### config.mk
export PLATFORM = sky130hd
export DESIGN_NAME = wb_scoreboard_flat
export DESIGN_NICKNAME = d
export VERILOG_FILES = /design/src/rtl/wb_scoreboard_if.sv /design/src/rtl/wb_scoreboard.sv /design/src/flat_wrapper.sv
export SDC_FILE = /design/constraint.sdc
export NUM_CORES = 1
export LEC_CHECK = 0
export BUFFER_PORTS_ARGS = -buffer_cell sky130_fd_sc_hd__buf_4
export CORE_UTILIZATION = 44
export CTS_BUF_LIST = sky130_fd_sc_hd__clkbuf_4 sky130_fd_sc_hd__clkbuf_8
export DETAILED_ROUTE_END_ITERATION = 8
export PLACE_DENSITY = 0.75
export SLEW_MARGIN = 20
export SYNTH_ARGS = -nofsm -noshare
export SYNTH_HDL_FRONTEND = slang
export SYNTH_SLANG_ARGS = --single-unit
### constraint.sdc
create_clock -name clk -period 9.2 [get_ports clk]
set_input_delay 2.76 -clock clk [delete_from_list [all_inputs] [get_ports clk]]
set_output_delay 2.76 -clock clk [all_outputs]
set_load 0.02 [all_outputs]
### src/rtl/wb_scoreboard_if.sv
`default_nettype none
// ============================================================================
// Module      : wb_scoreboard_if
// Description : Bundle of the decode / writeback / flush signals seen by the
//               writeback scoreboard.
//               master : decode, writeback and flush unit (drives requests)
//               slave  : the scoreboard (drives D_stall, full, count, wb_err)
// Revision    : 1.0 - initial release
// ============================================================================
interface wb_scoreboard_if #(
    parameter int PTR_W = 2
);
    // issue (decode -> execute)
    logic             issue_valid;
    logic             issue_use_rd;
    logic [4:0]       issue_rd;
    // decode operands under hazard check
    logic [4:0]       D_rs1;
    logic [4:0]       D_rs2;
    logic             is_D_use_rs1;
    logic             is_D_use_rs2;
    // writeback commit
    logic             wb_valid;
    logic             wb_use_rd;
    logic [4:0]       wb_rd;
    // flush of youngest entries
    logic [2:0]       flush_cnt;
    // scoreboard status
    logic             D_stall;
    logic             full;
    logic [PTR_W:0]   count;
    logic             wb_err;

    modport master (
        output issue_valid, issue_use_rd, issue_rd,
        output D_rs1, D_rs2, is_D_use_rs1, is_D_use_rs2,
        output wb_valid, wb_use_rd, wb_rd, flush_cnt,
        input  D_stall, full, count, wb_err
    );

    modport slave (
        input  issue_valid, issue_use_rd, issue_rd,
        input  D_rs1, D_rs2, is_D_use_rs1, is_D_use_rs2,
        input  wb_valid, wb_use_rd, wb_rd, flush_cnt,
        output D_stall, full, count, wb_err
    );
endinterface
`default_nettype wire

### src/rtl/wb_scoreboard.sv
`default_nettype none
// ============================================================================
// Module      : wb_scoreboard
// Description : In-order tracker of destination registers issued from D that
//               have not yet written back. Raises D_stall when a decode source
//               operand depends on an in-flight write the W->D bypass cannot
//               cover, or when the buffer is full and nothing retires.
// Ports       : clk - clock, all updates on rising edge
//               rst - synchronous active-high reset
//               sb  - wb_scoreboard_if.slave (issue / operands / writeback /
//                     flush inputs; D_stall, full, count, wb_err outputs)
// Revision    : 1.0 - initial release
// ============================================================================
module wb_scoreboard #(
    parameter int DEPTH = 4,
    parameter int PTR_W = 2
) (
    input  wire logic           clk,
    input  wire logic           rst,
    wb_scoreboard_if.slave      sb
);

    localparam logic [PTR_W:0] C_DEPTH = (PTR_W+1)'(DEPTH);

    // ------------------------------------------------------------------
    // State
    // ------------------------------------------------------------------
    logic [4:0]       r_tag [DEPTH];
    logic [PTR_W-1:0] r_head;
    logic [PTR_W-1:0] r_tail;
    logic [PTR_W:0]   r_count;
    logic             r_err;

    // ------------------------------------------------------------------
    // Writeback / issue qualification
    // ------------------------------------------------------------------
    logic w_pop_req;     // W commits a real register write
    logic w_pop;         // ... and there is an entry to retire
    logic w_full;
    logic w_stall;
    logic w_push;

    assign w_pop_req = sb.wb_valid & sb.wb_use_rd & (sb.wb_rd != 5'd0);
    assign w_pop     = w_pop_req & (r_count != '0);
    assign w_full    = (r_count == C_DEPTH);

    // ------------------------------------------------------------------
    // Hazard compare: each slot is live if it lies within count entries of
    // head. The head slot is dropped from the compare while it retires,
    // since the W->D bypass forwards that value this cycle.
    // ------------------------------------------------------------------
    logic [DEPTH-1:0] w_hit1;
    logic [DEPTH-1:0] w_hit2;

    genvar gi;
    generate
        for (gi = 0; gi < DEPTH; gi++) begin : g_entry
            logic [PTR_W-1:0] w_off;
            logic             w_live;
            assign w_off     = PTR_W'(gi) - r_head;
            assign w_live    = ({1'b0, w_off} < r_count) & ~(w_pop & (w_off == '0));
            assign w_hit1[gi] = w_live & (r_tag[gi] == sb.D_rs1);
            assign w_hit2[gi] = w_live & (r_tag[gi] == sb.D_rs2);
        end
    endgenerate

    logic w_hit_rs1;
    logic w_hit_rs2;

    assign w_hit_rs1 = sb.is_D_use_rs1 & (sb.D_rs1 != 5'd0) & (|w_hit1);
    assign w_hit_rs2 = sb.is_D_use_rs2 & (sb.D_rs2 != 5'd0) & (|w_hit2);
    assign w_stall   = w_hit_rs1 | w_hit_rs2
                     | (w_full & sb.issue_valid & sb.issue_use_rd & ~w_pop_req);

    // A flushed cycle also kills the D instruction, so no push then.
    assign w_push = sb.issue_valid & sb.issue_use_rd & (sb.issue_rd != 5'd0)
                  & ~w_stall & (sb.flush_cnt == 3'd0);

    // ------------------------------------------------------------------
    // Next-state computation
    // ------------------------------------------------------------------
    int               w_cnt_pop;   // entries remaining after this cycle's pop
    int               w_flush_n;
    logic [PTR_W-1:0] w_head_nxt;
    logic [PTR_W-1:0] w_tail_nxt;
    logic [PTR_W:0]   w_count_nxt;
    logic             w_err_nxt;

    always_comb begin
        w_cnt_pop   = int'(r_count) - (w_pop ? 1 : 0);
        w_flush_n   = int'(sb.flush_cnt);
        w_head_nxt  = w_pop ? (r_head + 1'b1) : r_head;
        w_tail_nxt  = r_tail;
        w_count_nxt = (PTR_W+1)'(w_cnt_pop);
        w_err_nxt   = r_err;

        // Commit on empty, or commit whose rd is not the oldest tag.
        if (w_pop_req && ((r_count == '0) || (r_tag[r_head] != sb.wb_rd))) begin
            w_err_nxt = 1'b1;
        end

        if (w_flush_n > 0) begin
            if (w_flush_n > w_cnt_pop) begin
                // Over-flush: clamp to empty.
                w_count_nxt = '0;
                w_tail_nxt  = w_head_nxt;
                w_err_nxt   = 1'b1;
            end else begin
                w_count_nxt = (PTR_W+1)'(w_cnt_pop - w_flush_n);
                w_tail_nxt  = r_tail - PTR_W'(w_flush_n);
            end
        end else if (w_push) begin
            w_tail_nxt  = r_tail + 1'b1;
            w_count_nxt = (PTR_W+1)'(w_cnt_pop + 1);
        end
    end

    // ------------------------------------------------------------------
    // Registers
    // ------------------------------------------------------------------
    always_ff @(posedge clk) begin
        if (rst) begin
            r_head  <= '0;
            r_tail  <= '0;
            r_count <= '0;
            r_err   <= 1'b0;
        end else begin
            r_head  <= w_head_nxt;
            r_tail  <= w_tail_nxt;
            r_count <= w_count_nxt;
            r_err   <= w_err_nxt;
        end
    end

    // Tag storage needs no reset: slots outside the live window are ignored.
    always_ff @(posedge clk) begin
        if (!rst && w_push) begin
            r_tag[r_tail] <= sb.issue_rd;
        end
    end

    // ------------------------------------------------------------------
    // Outputs
    // ------------------------------------------------------------------
    assign sb.D_stall = w_stall;
    assign sb.full    = w_full;
    assign sb.count   = r_count;
    assign sb.wb_err  = r_err;

endmodule
`default_nettype wire
### src/flat_wrapper.sv
// flat-port wrapper written by rule: the top's interface ports become plain ports
module wb_scoreboard_flat 
#(
    parameter int DEPTH = 4,
    parameter int PTR_W = 2
)
  (clk, rst, sb_issue_valid, sb_issue_use_rd, sb_issue_rd, sb_D_rs1, sb_D_rs2, sb_is_D_use_rs1, sb_is_D_use_rs2, sb_wb_valid, sb_wb_use_rd, sb_wb_rd, sb_flush_cnt, sb_D_stall, sb_full, sb_count, sb_wb_err);
  wb_scoreboard_if #(.PTR_W(PTR_W)) sb_i ();
  input  wire logic clk;
  input  wire logic rst;
  input wire logic [$bits(sb_i.issue_valid)-1:0] sb_issue_valid;
  input wire logic [$bits(sb_i.issue_use_rd)-1:0] sb_issue_use_rd;
  input wire logic [$bits(sb_i.issue_rd)-1:0] sb_issue_rd;
  input wire logic [$bits(sb_i.D_rs1)-1:0] sb_D_rs1;
  input wire logic [$bits(sb_i.D_rs2)-1:0] sb_D_rs2;
  input wire logic [$bits(sb_i.is_D_use_rs1)-1:0] sb_is_D_use_rs1;
  input wire logic [$bits(sb_i.is_D_use_rs2)-1:0] sb_is_D_use_rs2;
  input wire logic [$bits(sb_i.wb_valid)-1:0] sb_wb_valid;
  input wire logic [$bits(sb_i.wb_use_rd)-1:0] sb_wb_use_rd;
  input wire logic [$bits(sb_i.wb_rd)-1:0] sb_wb_rd;
  input wire logic [$bits(sb_i.flush_cnt)-1:0] sb_flush_cnt;
  output wire logic [$bits(sb_i.D_stall)-1:0] sb_D_stall;
  output wire logic [$bits(sb_i.full)-1:0] sb_full;
  output wire logic [$bits(sb_i.count)-1:0] sb_count;
  output wire logic [$bits(sb_i.wb_err)-1:0] sb_wb_err;
  assign sb_i.issue_valid = sb_issue_valid;
  assign sb_i.issue_use_rd = sb_issue_use_rd;
  assign sb_i.issue_rd = sb_issue_rd;
  assign sb_i.D_rs1 = sb_D_rs1;
  assign sb_i.D_rs2 = sb_D_rs2;
  assign sb_i.is_D_use_rs1 = sb_is_D_use_rs1;
  assign sb_i.is_D_use_rs2 = sb_is_D_use_rs2;
  assign sb_i.wb_valid = sb_wb_valid;
  assign sb_i.wb_use_rd = sb_wb_use_rd;
  assign sb_i.wb_rd = sb_wb_rd;
  assign sb_i.flush_cnt = sb_flush_cnt;
  assign sb_D_stall = sb_i.D_stall;
  assign sb_full = sb_i.full;
  assign sb_count = sb_i.count;
  assign sb_wb_err = sb_i.wb_err;
  wb_scoreboard #(.DEPTH(DEPTH), .PTR_W(PTR_W)) u_core (.clk(clk), .rst(rst), .sb(sb_i));
endmodule
# Word level (Yosys, flattened, before mapping)
# Memory sizes are Yosys's and may differ from the RTL's. A register that Yosys moved wholly into a read port is not among the register bits.
# Cells that the tools add are included.
[totals] romBits=0 mem_count=1 latch_bits=0 ff_bits=8 output_inout_bits=6 ramBits=20
[classes] n_reduce_logical=18 mul=0 div_mod_pow=0 n_shift=0 order_cmp=6 bitwise=38 n_eq_ne=10 n_addsub=10 mux=14
[memory_table] memory="u_core.r_tag" words=4 word_bits=5 read_ports=5 rd_ports_with_merged_regs=1 write_ports=1 line_no="wb_scoreboard.sv:28" text="logic [4:0] r_tag [DEPTH];"
[op_table] cell="5-bit equality test" count=8
[op_table] cell="4-bit by 32-bit > comparator with 1-bit output" count=1
[op_table] cell="1-bit bitwise AND" count=30
[op_table] cell="5-bit nonzero test" count=4
[op_table] cell="2-bit by 3-bit less-than comparator with 1-bit output" count=4
[op_table] cell="2-bit 2-to-1 mux" count=5
[op_table] cell="3-bit 2-to-1 mux" count=3
[op_table] cell="2-bit zero test" count=4
[op_table] cell="4-bit OR reduction" count=2
[op_table] cell="3-bit zero test" count=2
[op_table] cell="1-bit 2-to-1 mux" count=6
[op_table] cell="1-bit NOT" count=6
[op_table] cell="5-bit != test" count=1
[op_table] cell="2-bit by 1-bit adder with 2-bit output, second input constant" count=2
[op_table] cell="1-bit by 2-bit subtractor with 2-bit output, first input constant" count=2
[op_table] cell="2-bit subtractor, first input constant" count=2
[op_table] cell="3-bit by 1-bit subtractor with 4-bit output" count=1
[op_table] cell="3-bit by 2-bit adder with 3-bit output, second input constant" count=1
[op_table] cell="3-bit equality test, second input constant" count=1
[op_table] cell="3-bit by 1-bit > comparator with 1-bit output, second input constant" count=1
[op_table] cell="3-bit nonzero test" count=1
[op_table] cell="3-bit subtractor" count=1
[op_table] cell="1-bit logical AND" count=2
[op_table] cell="1-bit bitwise OR" count=2
[op_table] cell="other kinds (4)" count=4

# Depth between registers and ports, before layout
[logic_depth] depth_word=17 depth_mapped=13 mapped_depth_nobuf=13

# Worst setup path before layout
# Ideal clock, no wire load.
[synth_timing] kind="input port to output port" from="in sb_wb_rd[4]" to="out sb_D_stall" path_slack_ns=2.074 arrival_ns=4.366 n_path_buf=0 path_stages=7 required_ns=6.440 path_cell_list="nor3_1 a211oi_4 o2bb2ai_1 or4_1 a31oi_1 nor3_2 inv_2"
[synth_via] elab_chain_len=11 word_cells_on_any_way=31 classes_between="bitwise (28); reduce/logical (3)"
[synth_rtl] element="start, declared" line_no="flat_wrapper.sv:20" text="input wire logic [$bits(sb_i.wb_rd)-1:0] sb_wb_rd;"
[synth_rtl] element="5-bit nonzero test *" line_no="wb_scoreboard.sv:43" text="assign w_pop_req = sb.wb_valid & sb.wb_use_rd & (sb.wb_rd != 5'd0);"
[synth_rtl] element="1-bit bitwise AND *" line_no="wb_scoreboard.sv:43"
[synth_rtl] element="1-bit bitwise AND" line_no="wb_scoreboard.sv:44" text="assign w_pop = w_pop_req & (r_count != '0);"
[synth_rtl] element="1-bit bitwise AND" line_no="wb_scoreboard.sv:61" text="assign w_live = ({1'b0, w_off} < r_count) & ~(w_pop & (w_off == '0));"
[synth_rtl] element="1-bit NOT" line_no="wb_scoreboard.sv:61"
[synth_rtl] element="1-bit bitwise AND" line_no="wb_scoreboard.sv:61"
[synth_rtl] element="1-bit bitwise AND (on tied branches)" line_no="wb_scoreboard.sv:62, wb_scoreboard.sv:63"
[synth_rtl] element="4-bit OR reduction (on tied branches)" line_no="wb_scoreboard.sv:70, wb_scoreboard.sv:71"
[synth_rtl] element="1-bit bitwise AND (on tied branches)" line_no="wb_scoreboard.sv:70, wb_scoreboard.sv:71"
[synth_rtl] element="1-bit bitwise OR" line_no="wb_scoreboard.sv:72" text="assign w_stall = w_hit_rs1 | w_hit_rs2"
[synth_rtl] element="1-bit bitwise OR *" line_no="wb_scoreboard.sv:73" text="| (w_full & sb.issue_valid & sb.issue_use_rd & ~w_pop_req);"
[synth_rtl] element="end, declared" line_no="flat_wrapper.sv:22" text="output wire logic [$bits(sb_i.D_stall)-1:0] sb_D_stall;"
# Every way passes the cells marked *; elsewhere a longest branch is shown, timed or not.

# Final worst setup path
# Ends and elaborated chain as after synthesis.

==> flow_metrics.tcl <==
set metrics [dict create \
    status "completed" \
    path_class "in -> out" \
    hold_violations 0 \
    min_path_type "reg -> reg" \
    multi_input_area_mm2 0.001389 \
    track_usage 0.2053 \
    slew_headroom 0.5947 \
    synth.most_common_cell "xnor2_1" \
    period_needed_ns 7.523 \
    numCtsBuffers 3 \
    postCtsSetupBuffers 0 \
    cp-end-kind "output port" \
    powerDensity_mw_per_mm2 174.5 \
    clockBufferDepth 2 \
    place_hpwl_mm 4.244 \
    drc 0 \
    synth-seq-cells 28 \
    synthArstFlopShare 0 \
    drtIter0Drc 74 \
    die_w_um 73.49 \
    synth_area_leaders "edfxtp_1 (27%), xnor2_1 (12%), ha_1 (12%)" \
    syn_avg_cell_area_um2 10.17 \
    register_area_um2 760.7 \
    fmax_mhz 132.9 \
    min_delay_path_depth 2 \
    synth_flop_cell "edfxtp_1" \
    htreeDepth 1 \
    finalSetupViolCount 0 \
    path_cells "buf_4 > nor3_1 > a211oi_4 > o2bb2ai_1 > or4_1 > a31oi_1 > nor3_2 > inv_2 > buf_4" \
    io_pins 37 \
    die-area_mm2 0.005400 \
    via_per_inst 5.459 \
    core_area_mm2 0.004817 \
    synth-edff-count 20 \
    cts_hold_buf 0 \
    fin_setup_tns_ns 0 \
    io_buffer_count 36 \
    cp.arrival_ns 4.76 \
    cts_tree "yes" \
    synthCells 221 \
    area_growth_pct 16.86 \
    worst_pin_slew_ns 0.6071 \
    clkTransAtPathRegs_ns 0.09 \
    syn-num-nets 274 \
    vias 1725 \
    clkSinkCount 28 \
    ant_nets 0 \
    final_net_count 303 \
    grt_remaining_overflow 0 \
    rsz0062_at_grt "false" \
    worst_path_most_repeated_cell "buf_4" \
    wl_mm 5.129 \
    synth_area_mm2 0.002248 \
    cts-root-buf "clkbuf_8" \
    die_y_um 73.49 \
    r2r_cells 12 \
    gp_congestion 0.8908 \
    cap_violations 0 \
    rows 25 \
    drt_first_pass_iters 4 \
    clock_latency_ns 0.27 \
    drive_gt1_frac 0.2008 \
    p_leak_nw 1.007 \
    drt-wirelength-per-cell_um 16.23 \
    antenna_found_initial 0 \
    ys_top_cells_by_count "xnor2_1 (31), ha_1 (21), edfxtp_1 (20)" \
    clock_skew_ns 0.004378 \
    fillers 465 \
    synth_top_area_frac 0.2671 \
    grt_max_degree 17 \
    period_share 0.8177 \
    start_util 0.4668 \
    cts_resized 0 \
    crit_path_start_kind "primary input" \
    ys_seq_area_frac 0.3383 \
    grt_pass1_vias 1702 \
    cp_slowest_cell "or4_1" \
    drv_slew 0 \
    grt_first_pass_wirelength_mm 8.404 \
    ir_drop_mv 0.07952 \
    ys_warn_count 0 \
    yosys.area.top_type "edfxtp_1" \
    diodes 0 \
    ys_types 40 \
    p_total_mw 0.4586 \
    required_ns 6.44 \
    cp_max_fo 9 \
    max_stage_delay_ns 0.53 \
]
==> critical path, delay by kind of cell <==
kind / cells / cell delay, ns
simple gates: 3 / 1.02
compound gates: 3 / 0.55
buf+inv: 3 / 0.42
==> power by group <==
group	switching (mW)	internal (mW)	leakage (nW)
clock network	0.0377	0.0582	0.0357
logic	0.107	0.0915	0.725
registers	0.0181	0.146	0.246
total	0.163	0.295	1.01
==> through the flow <==
| step | std cells | cell area, µm² | util | setup WS [ns] | hold slack (ns) |
|---|---|---|---|---|---|
| after global routing | 316 | 2628 | 0.5455 | 1.519 | 0.5902 |
| final | 316 | 2628 | 0.5455 | 1.677 | 0.5472 |
| after floorplan | 221 | 2248 | - | 2.074 | 0.4885 |
| after detailed placement | 312 | 2556 | 0.5306 | 1.689 | 0.5410 |
| after global placement | 312 | 2556 | 0.5306 | 1.735 | 0.5238 |
| after CTS | 316 | 2628 | 0.5455 | 1.685 | 0.5527 |
==> cells by family after synthesis <==
kind of cell | synth area share
xor+xnor | 0.1948
simple gates | 0.1208
compound gates | 0.1219
flops | 0.3383
buf+inv | 0.04396
fa+ha+maj | 0.1258
mux | 0.05454
==> metal layers <==
metal	share of wire	vias to the layer above	global-route usage	wire [µm]
li1	-	846	-	-
met1	0.47	829	0.2847	2389
met5	0	-	0	0
met2	0.48	44	0.3456	2487
met4	0.017	0	0.05983	89
met3	0.032	6	0.01235	163
==> state kept, by name, indices dropped and copies added, names as in the netlist <==
| register | count |
|---|---|
| u_core.sb.count | 3 |
| u_core.r_tag | 20 |
| u_core.sb.wb_err | 1 |
| u_core.r_head | 2 |
| u_core.r_tail | 2 |
==> cell usage in the layout (no fill, tap or decap), types with 6 or more instances in the layout <==
cell type / count
nor2_1: 12
a21oi_1: 11
xnor2_1: 31
inv_1: 13
dfxtp_1: 8
edfxtp_1: 20
xor2_1: 19
nor3_1: 6
nand3_1: 6
or4_1: 6
buf_4: 36
ha_1: 21
==> cell type report <==
cell class                      count  area share
Tap cell                           67     0.03190
Multi-Input combinational cell    167      0.5286
Inverter                           14     0.02000
Clock buffer                        3     0.01571
Sequential cell                    28      0.2895
Clock inverter                      1     0.01143
Timing Repair Buffer               36      0.1029
==> path summary, 6_finish.rpt <==
| check | start | end | slack, ns |
|---|---|---|---|
| setup / recovery | sb_wb_rd[4] | sb_D_stall | 1.68 |
| hold / removal | u_core.r_tail[1]$_SDFFE_PP0P_ | u_core.r_tail[1]$_SDFFE_PP0P_ | 0.55 |
| setup reg to reg | u_core.r_head[0]$_SDFF_PP0_ | u_core.r_tag[0][0]$_DFFE_PP_ | 5.70 |
| hold reg to reg | u_core.r_tail[1]$_SDFFE_PP0P_ | u_core.r_tail[1]$_SDFFE_PP0P_ | 0.55 |
(Power assumes the default switching activity.)
